===== src/rtl/addsub_pipe.sv =====
// Multi-lane signed add/subtract with per-transaction wrap or saturate, followed by
// an elastic valid/ready register pipeline of PIPE_STAGES entries.
module addsub_pipe #(
  parameter int DATA_WIDTH  = 32,
  parameter int LANES       = 1,
  parameter int PIPE_STAGES = 2
) (
  input  logic                        clock,
  input  logic                        reset,
  input  logic                        dataAvailible,
  output logic                        in_ready,
  input  logic [1:0]                  in_op,
  input  logic [LANES*DATA_WIDTH-1:0] addend1,
  input  logic [LANES*DATA_WIDTH-1:0] addend2,
  output logic [LANES*DATA_WIDTH-1:0] sum,
  output logic [LANES-1:0]            overflow,
  output logic                        complete,
  input  logic                        out_rd_en
);

  localparam int LW   = LANES * DATA_WIDTH;
  localparam int LAST = PIPE_STAGES - 1;

  logic [PIPE_STAGES-1:0] r_valid;
  logic [LW-1:0]          r_sum [PIPE_STAGES];
  logic [LANES-1:0]       r_ovf [PIPE_STAGES];

  logic [PIPE_STAGES-1:0] w_room;
  logic [PIPE_STAGES-1:0] w_src_valid;
  logic [LW-1:0]          w_src_sum [PIPE_STAGES];
  logic [LANES-1:0]       w_src_ovf [PIPE_STAGES];
  logic [LW-1:0]          w_calc_sum;
  logic [LANES-1:0]       w_calc_ovf;
  logic                   w_chain;
  logic                   w_accept;

  // Per-lane arithmetic on a DATA_WIDTH+1 sign-extended result; the top two bits
  // disagreeing means the true result left the signed range.
  for (genvar l = 0; l < LANES; l++) begin : g_lane
    logic [DATA_WIDTH:0]   w_a;
    logic [DATA_WIDTH:0]   w_b;
    logic [DATA_WIDTH:0]   w_r;
    logic                  w_ovf;
    logic [DATA_WIDTH-1:0] w_res;

    always_comb begin
      w_a   = {addend1[l*DATA_WIDTH + DATA_WIDTH-1], addend1[l*DATA_WIDTH +: DATA_WIDTH]};
      w_b   = {addend2[l*DATA_WIDTH + DATA_WIDTH-1], addend2[l*DATA_WIDTH +: DATA_WIDTH]};
      w_r   = in_op[0] ? (w_a - w_b) : (w_a + w_b);
      w_ovf = w_r[DATA_WIDTH] ^ w_r[DATA_WIDTH-1];
      w_res = w_r[DATA_WIDTH-1:0];
      if (in_op[1] && w_ovf)
        w_res = w_r[DATA_WIDTH] ? {1'b1, {(DATA_WIDTH-1){1'b0}}}
                                : {1'b0, {(DATA_WIDTH-1){1'b1}}};
    end

    assign w_calc_sum[l*DATA_WIDTH +: DATA_WIDTH] = w_res;
    assign w_calc_ovf[l]                          = w_ovf;
  end

  // A stage has room if it, or any stage after it, is empty, or the consumer is reading.
  always_comb begin
    w_room  = '0;
    w_chain = out_rd_en;
    for (int s = LAST; s >= 0; s--) begin
      w_chain   = w_chain || !r_valid[s];
      w_room[s] = w_chain;
    end
  end

  assign in_ready = !reset && w_room[0];
  assign w_accept = dataAvailible && in_ready;

  for (genvar s = 0; s < PIPE_STAGES; s++) begin : g_src
    if (s == 0) begin : g_head
      assign w_src_valid[s] = w_accept;
      assign w_src_sum[s]   = w_calc_sum;
      assign w_src_ovf[s]   = w_calc_ovf;
    end else begin : g_body
      assign w_src_valid[s] = r_valid[s-1];
      assign w_src_sum[s]   = r_sum[s-1];
      assign w_src_ovf[s]   = r_ovf[s-1];
    end
  end

  // Data only loads with a valid source so the output holds while stalled.
  always_ff @(posedge clock) begin
    if (reset) begin
      r_valid <= '0;
      for (int s = 0; s < PIPE_STAGES; s++) begin
        r_sum[s] <= '0;
        r_ovf[s] <= '0;
      end
    end else begin
      for (int s = 0; s < PIPE_STAGES; s++) begin
        if (w_room[s]) begin
          r_valid[s] <= w_src_valid[s];
          if (w_src_valid[s]) begin
            r_sum[s] <= w_src_sum[s];
            r_ovf[s] <= w_src_ovf[s];
          end
        end
      end
    end
  end

  assign sum      = r_sum[LAST];
  assign overflow = r_ovf[LAST];
  assign complete = r_valid[LAST];

endmodule


===== config.mk =====
export PLATFORM = sky130hd
export DESIGN_NAME = addsub_pipe
export DESIGN_NICKNAME = d
export VERILOG_FILES = /design/src/rtl/addsub_pipe.sv
export SDC_FILE = /design/constraint.sdc
export NUM_CORES = 1
export LEC_CHECK = 0
export CORE_UTILIZATION = 49
export CTS_BUF_LIST = sky130_fd_sc_hd__clkbuf_2 sky130_fd_sc_hd__clkbuf_4 sky130_fd_sc_hd__clkbuf_8
export CTS_CLUSTER_SIZE = 24
export DETAILED_ROUTE_END_ITERATION = 7
export PLACE_DENSITY = 0.79
export SLEW_MARGIN = 5
export SYNTH_ARGS = -nofsm -noshare
export SYNTH_HDL_FRONTEND = slang
export SYNTH_SLANG_ARGS = --single-unit

===== constraint.sdc =====
create_clock -name clock -period 5.2 [get_ports clock]
set_input_delay 1.04 -clock clock [delete_from_list [all_inputs] [get_ports clock]]
set_output_delay 1.04 -clock clock [all_outputs]
set_load 0.02 [all_outputs]

# After elaboration in Yosys (flattened, before gate mapping)
# Memories as Yosys holds them, arrays and structs flattened.
# Cells that the tools add are included.
# classes
mux	17
magnitude_cmp	0
bitwise	5
shifts	0
n_reduce_logical	8
multipliers	0
div_mod_pow	0
n_eq_ne	0
add_sub_neg	2
# op_table
cell	count
$mux W32	4
$add A32 B32 Y33	1
$mux W33	1
$sub A32 B32 Y33	1
$mux W1	12
$or A1 B1 Y1	4
$logic_and A1 B1 Y1	3
$logic_not A1 Y1	3
$logic_or A1 B1 Y1	2
$xor A1 B1 Y1	1
# totals
rom_bits	0
in_bits	70
out_inout_bits	35
mem_count	2
latch_bits	0
reg_bits	2
ram_bits	66
# mem_list
memory	depth	word_bits	rd	rd_ports_with_merged_regs	wr	line	rtl
r_sum	2	32	2	0	2	25	logic [LW-1:0] r_sum [PIPE_STAGES];
r_ovf	2	1	2	0	2	26	logic [LANES-1:0] r_ovf [PIPE_STAGES];

# Logic depth before layout (Yosys ltp)
# logic_depth
word_depth	10
depth_mapped	18
depth_no_buf	17

# Worst setup path before layout
# OpenSTA, ideal clock, no wires.
# synth_timing
kind	input-to-reg
from	input addend2[0]
to	memory r_sum[0][10] (netlist name) (data pin)
required_time_ns	4.944
cell_stages	18
setup_ns	0.256
arrival_ns	4.865
path_buffers	2
path_slack_ns	0.079
cell_sequence	inv_1 > ha_1 > or4b_4 > nor4_4 > and2_1 > a21oi_1 > xnor2_1 > ha_1 > clkbuf_1 > a21oi_1 > o21ai_1 > a2111oi_0 > nor2_1 > or4_1 > a21o_1 > a31oi_4 > buf_6 > o21ai_2
# synth_lines
item	line	rtl
from (decl)	14	input logic [LANES*DATA_WIDTH-1:0] addend2,
to (decl)	25	

==> flow_summary.ini <==
[clock_tree]
cts_root_cell = sky130_fd_sc_hd__clkbuf_8
cts_num_sinks = 68
clockBufferDepth = 2
cts_tree = built
clock_tree.htree_level_count = 3
numCtsBuffers = 9
clkSlewWorstSetupHoldPaths_ps = 60
worst_skew_pair.late_latency_ps = 330

[synthesis]
synthesis.area_um2 = 5341
mappedNetlistNets = 645
postSynthCellCount = 541
synth_largest_area_cell = sky130_fd_sc_hd__edfxtp_1
most_frequently_used_flop_master_after_synthesis = sky130_fd_sc_hd__edfxtp_1
yosys_warnings = 0
synth.top_cells.by_area = sky130_fd_sc_hd__edfxtp_1, sky130_fd_sc_hd__ha_1, sky130_fd_sc_hd__xnor2_1, sky130_fd_sc_hd__o21ai_2, sky130_fd_sc_hd__a21oi_1
synth.avg_cell_area_um2 = 9.873
ys_types = 56
synth-seq-cells = 68
share_of_yosys_cell_area_claimed_by_the_top_area_cell_type_pct = 37.10
synth-edff-count = 66
async_reset_ff_share_pct = 0
ys_seq_area_share_pct = 37.85

[route]
via_per_inst = 5.132
drcViolationCount = 0
firstDrtPassIters = 4
finalWirelength_um = 11760
via_count = 4424
avgRoutedWirePerCell_um = 13.64
drt.antenna.violating_nets = 0
drt_first_iter_violations = 204

[cells_and_area]
stdcell_count = 862
layout_commonest_cell = sky130_fd_sc_hd__buf_4
layout.cells.most_common_list = sky130_fd_sc_hd__buf_4, sky130_fd_sc_hd__clkdlybuf4s50_1, sky130_fd_sc_hd__edfxtp_1
post_route_cells_drive_above_1_share_pct = 26.31
design.final.nets = 826
area.growth.synth_to_final_pct = 39.61
diode_insertion_count_for_antenna_repair = 0
design_area_um2 = 7457

[place]
detailedPlacementHpwl_um = 9348
gp_routability_congestion = 0.8623
placed_cells_incl_taps = 835
dpl-instance-area_um2 = 7017
port_buffers = 104

[worst_setup_path]
setup.worst_path.class = input port to flop
cp_data_required_time_ps = 5280
crit_fanout = 6
timing.critical_path.arrival_ps = 5160
element_type_at_the_critical_path_end = flop
critPathLaunchType = input port

[floorplanning]
die_x_um = 106.4
fp.coreArea_um2 = 10460
design.die.area_um2 = 11320
floorplan.rows = 37
floorplan.io_pins = 105
floorplan.initialDensity_pct = 51.05
die_extent_in_y_um = 106.4

[grt]
track_usage_pct = 20.76
grt_max_degree = 35
grt_pass1_wl_um = 18890
grt_antenna_before_repair = 0
via_count_of_the_first_global_routing_pass = 4189
globalRouteOverflowTotal = 0

[pwr]
static-leakage-power_nw = 3.149
ir_worst_vdd_mv = 0.1562
switchingPower_w = 0.0006098
p_int_w = 0.001367
power.switching_fraction_pct = 30.85
power_per_cell_area_nw_per_um2 = 265.0
total_power_w = 0.001976
combinationalPowerShare_pct = 44.6
power.share.clock_pct = 18.7
power.sequential.fraction_pct = 36.7

[hold_path]
worst_hold_path_type = flop to flop

[sta]
final.period_utilization_pct = 97.68
timing.clock.skew_ps = 3.814
min_period_ps = 5079
worst_slew_margin_rel_pct = 18.77
final-max-slew-violation-count = 0
finalSetupViolations = 0
number_of_hold_slack_violations_in_the_final_timing_report = 0
worst-slew-pin-transition_ps = 1218
fmaxAchievable_mhz = 196.9

[run]
drv.max_cap_violation_count = 0

[run_status]
status = completed
power by group through the flow:
stage	clock [W]	sequential (W)	combinational (W)
after floorplan	0	0.000733	0.000515
after global placement	0	0.000735	0.000794
after detailed placement	0	0.000737	0.000810
after CTS	0.000377	0.000727	0.000836
after global routing	0.000393	0.000734	0.000958
final	0.000369	0.000726	0.000882
sequential cells by signal, summed over array words and instances (netlist names):
| register | flops |
|---|---|
| r_ovf | 2 |
| r_sum | 64 |
| r_valid | 2 |
area by class of cell:
cell class,instances,area (um^2)
Fill cell,834,3005
Inverter,19,71.32
Multi-Input combinational cell,402,2977
Tap cell,136,170.2
Timing Repair Buffer,222,2048
Sequential cell,68,2022
Clock buffer,15,168.9
synthesized netlist by cell type, types with 3 or more instances:
master                     instances
sky130_fd_sc_hd__nand2b_1          4
sky130_fd_sc_hd__ha_1             33
sky130_fd_sc_hd__or4_1             7
sky130_fd_sc_hd__o21ai_0          13
sky130_fd_sc_hd__o31ai_1           4
sky130_fd_sc_hd__nand4_1           4
sky130_fd_sc_hd__xnor2_1          47
sky130_fd_sc_hd__a21oi_1          48
sky130_fd_sc_hd__o21ai_1           6
sky130_fd_sc_hd__nand3_1           6
sky130_fd_sc_hd__mux2i_1           3
sky130_fd_sc_hd__nor4_1            3
sky130_fd_sc_hd__nor3_1           10
sky130_fd_sc_hd__o21ai_2          30
sky130_fd_sc_hd__clkbuf_1         14
sky130_fd_sc_hd__a211oi_1          6
sky130_fd_sc_hd__o211ai_1          7
sky130_fd_sc_hd__buf_4            32
sky130_fd_sc_hd__and3_1            4
sky130_fd_sc_hd__nor2_1           30
sky130_fd_sc_hd__and2_1           36
sky130_fd_sc_hd__o21bai_1          3
sky130_fd_sc_hd__edfxtp_1         66
sky130_fd_sc_hd__buf_6             6
sky130_fd_sc_hd__xor2_1           12
sky130_fd_sc_hd__nand2_1          23
sky130_fd_sc_hd__a21o_1           16
sky130_fd_sc_hd__inv_1            19
sky130_fd_sc_hd__o21a_1            3
sky130_fd_sc_hd__a31oi_1          16
through the flow:
step / setup slack, ps / utilization [%] / hold slack, ps / setup TNS (ps)
floorplan: 78.79 / - / 496.7 / 0
global placement: -366.9 / 67.07 / 500.9 / -10650
detailed placement: -503.2 / 67.07 / 502.2 / -14170
CTS: 0.7683 / 69.43 / 512.9 / 0
global route: -66.59 / 71.27 / 530.2 / -1728
finish: 120.7 / 71.27 / 512.7 / 0
cell families (layout without fill, tap and decap cells):
| logic type | count (synthesis) | in the layout | synth area share (%) |
|---|---|---|---|
| mux | 3 | 3 | 0.5622 |
| buf+inv | 71 | 256 | 8.081 |
| compound gates | 164 | 164 | 20.78 |
| fa+ha+maj | 34 | 34 | 8.105 |
| simple gates | 141 | 141 | 14.64 |
| flops | 68 | 68 | 37.85 |
| xor+xnor | 60 | 60 | 9.979 |
layer usage:
| layer | vias to the layer above | track usage (%) | part of all wire, % |
|---|---|---|---|
| met3 | 14 | 1.962 | 3.6 |
| met4 | 0 | 7.341 | 1.8 |
| met1 | 1978 | 27.65 | 47 |
| met2 | 123 | 35.11 | 48 |
| li1 | 2309 | - | - |
| met5 | - | 0 | 0 |
critical path: stages:
cell	delay (ps)
sky130_fd_sc_hd__clkdlybuf4s50_1	420
sky130_fd_sc_hd__or4_4	570
sky130_fd_sc_hd__nor4_4	250
sky130_fd_sc_hd__buf_4	210
sky130_fd_sc_hd__buf_4	110
sky130_fd_sc_hd__a21oi_1	60
sky130_fd_sc_hd__xnor2_1	140
sky130_fd_sc_hd__ha_1	350
sky130_fd_sc_hd__buf_6	120
sky130_fd_sc_hd__nand2_2	50
sky130_fd_sc_hd__or4_4	520
sky130_fd_sc_hd__o2111ai_2	210
sky130_fd_sc_hd__a31oi_2	130
sky130_fd_sc_hd__xnor2_2	180
sky130_fd_sc_hd__a21o_1	200
sky130_fd_sc_hd__a31oi_4	220
sky130_fd_sc_hd__buf_12	160
sky130_fd_sc_hd__clkbuf_16	140
sky130_fd_sc_hd__o21ai_2	60
path summary, 6_finish.rpt:
| kind | slack (ps) | cells past startpoint | startpoint | end |
|---|---|---|---|---|
| hold reg to reg | 510 | 1 | r_sum[0][22]$_SDFFCE_PN0P_ | r_sum[0][54]$_SDFFCE_PN0P_ |
| setup reg to reg | 2880 | 7 | r_valid[1]$_SDFFE_PP0P_ | r_sum[0][26]$_SDFFCE_PN0P_ |
| hold / removal | 510 | 1 | r_sum[0][22]$_SDFFCE_PN0P_ | r_sum[0][54]$_SDFFCE_PN0P_ |
| setup / recovery | 120 | 19 | addend2[8] | r_sum[0][26]$_SDFFCE_PN0P_ |
repair_timing:
action                                 4_1_cts  5_1_grt
pin swaps                                    3       20
gates cloned                                 1        3
setup buffers                                3        7
endpoints found under the hold margin        0        0
gates resized for setup                      8       28
setup endpoints to repair                   31       31
hold buffers                                 0        0
(Power assumes the default switching activity.)
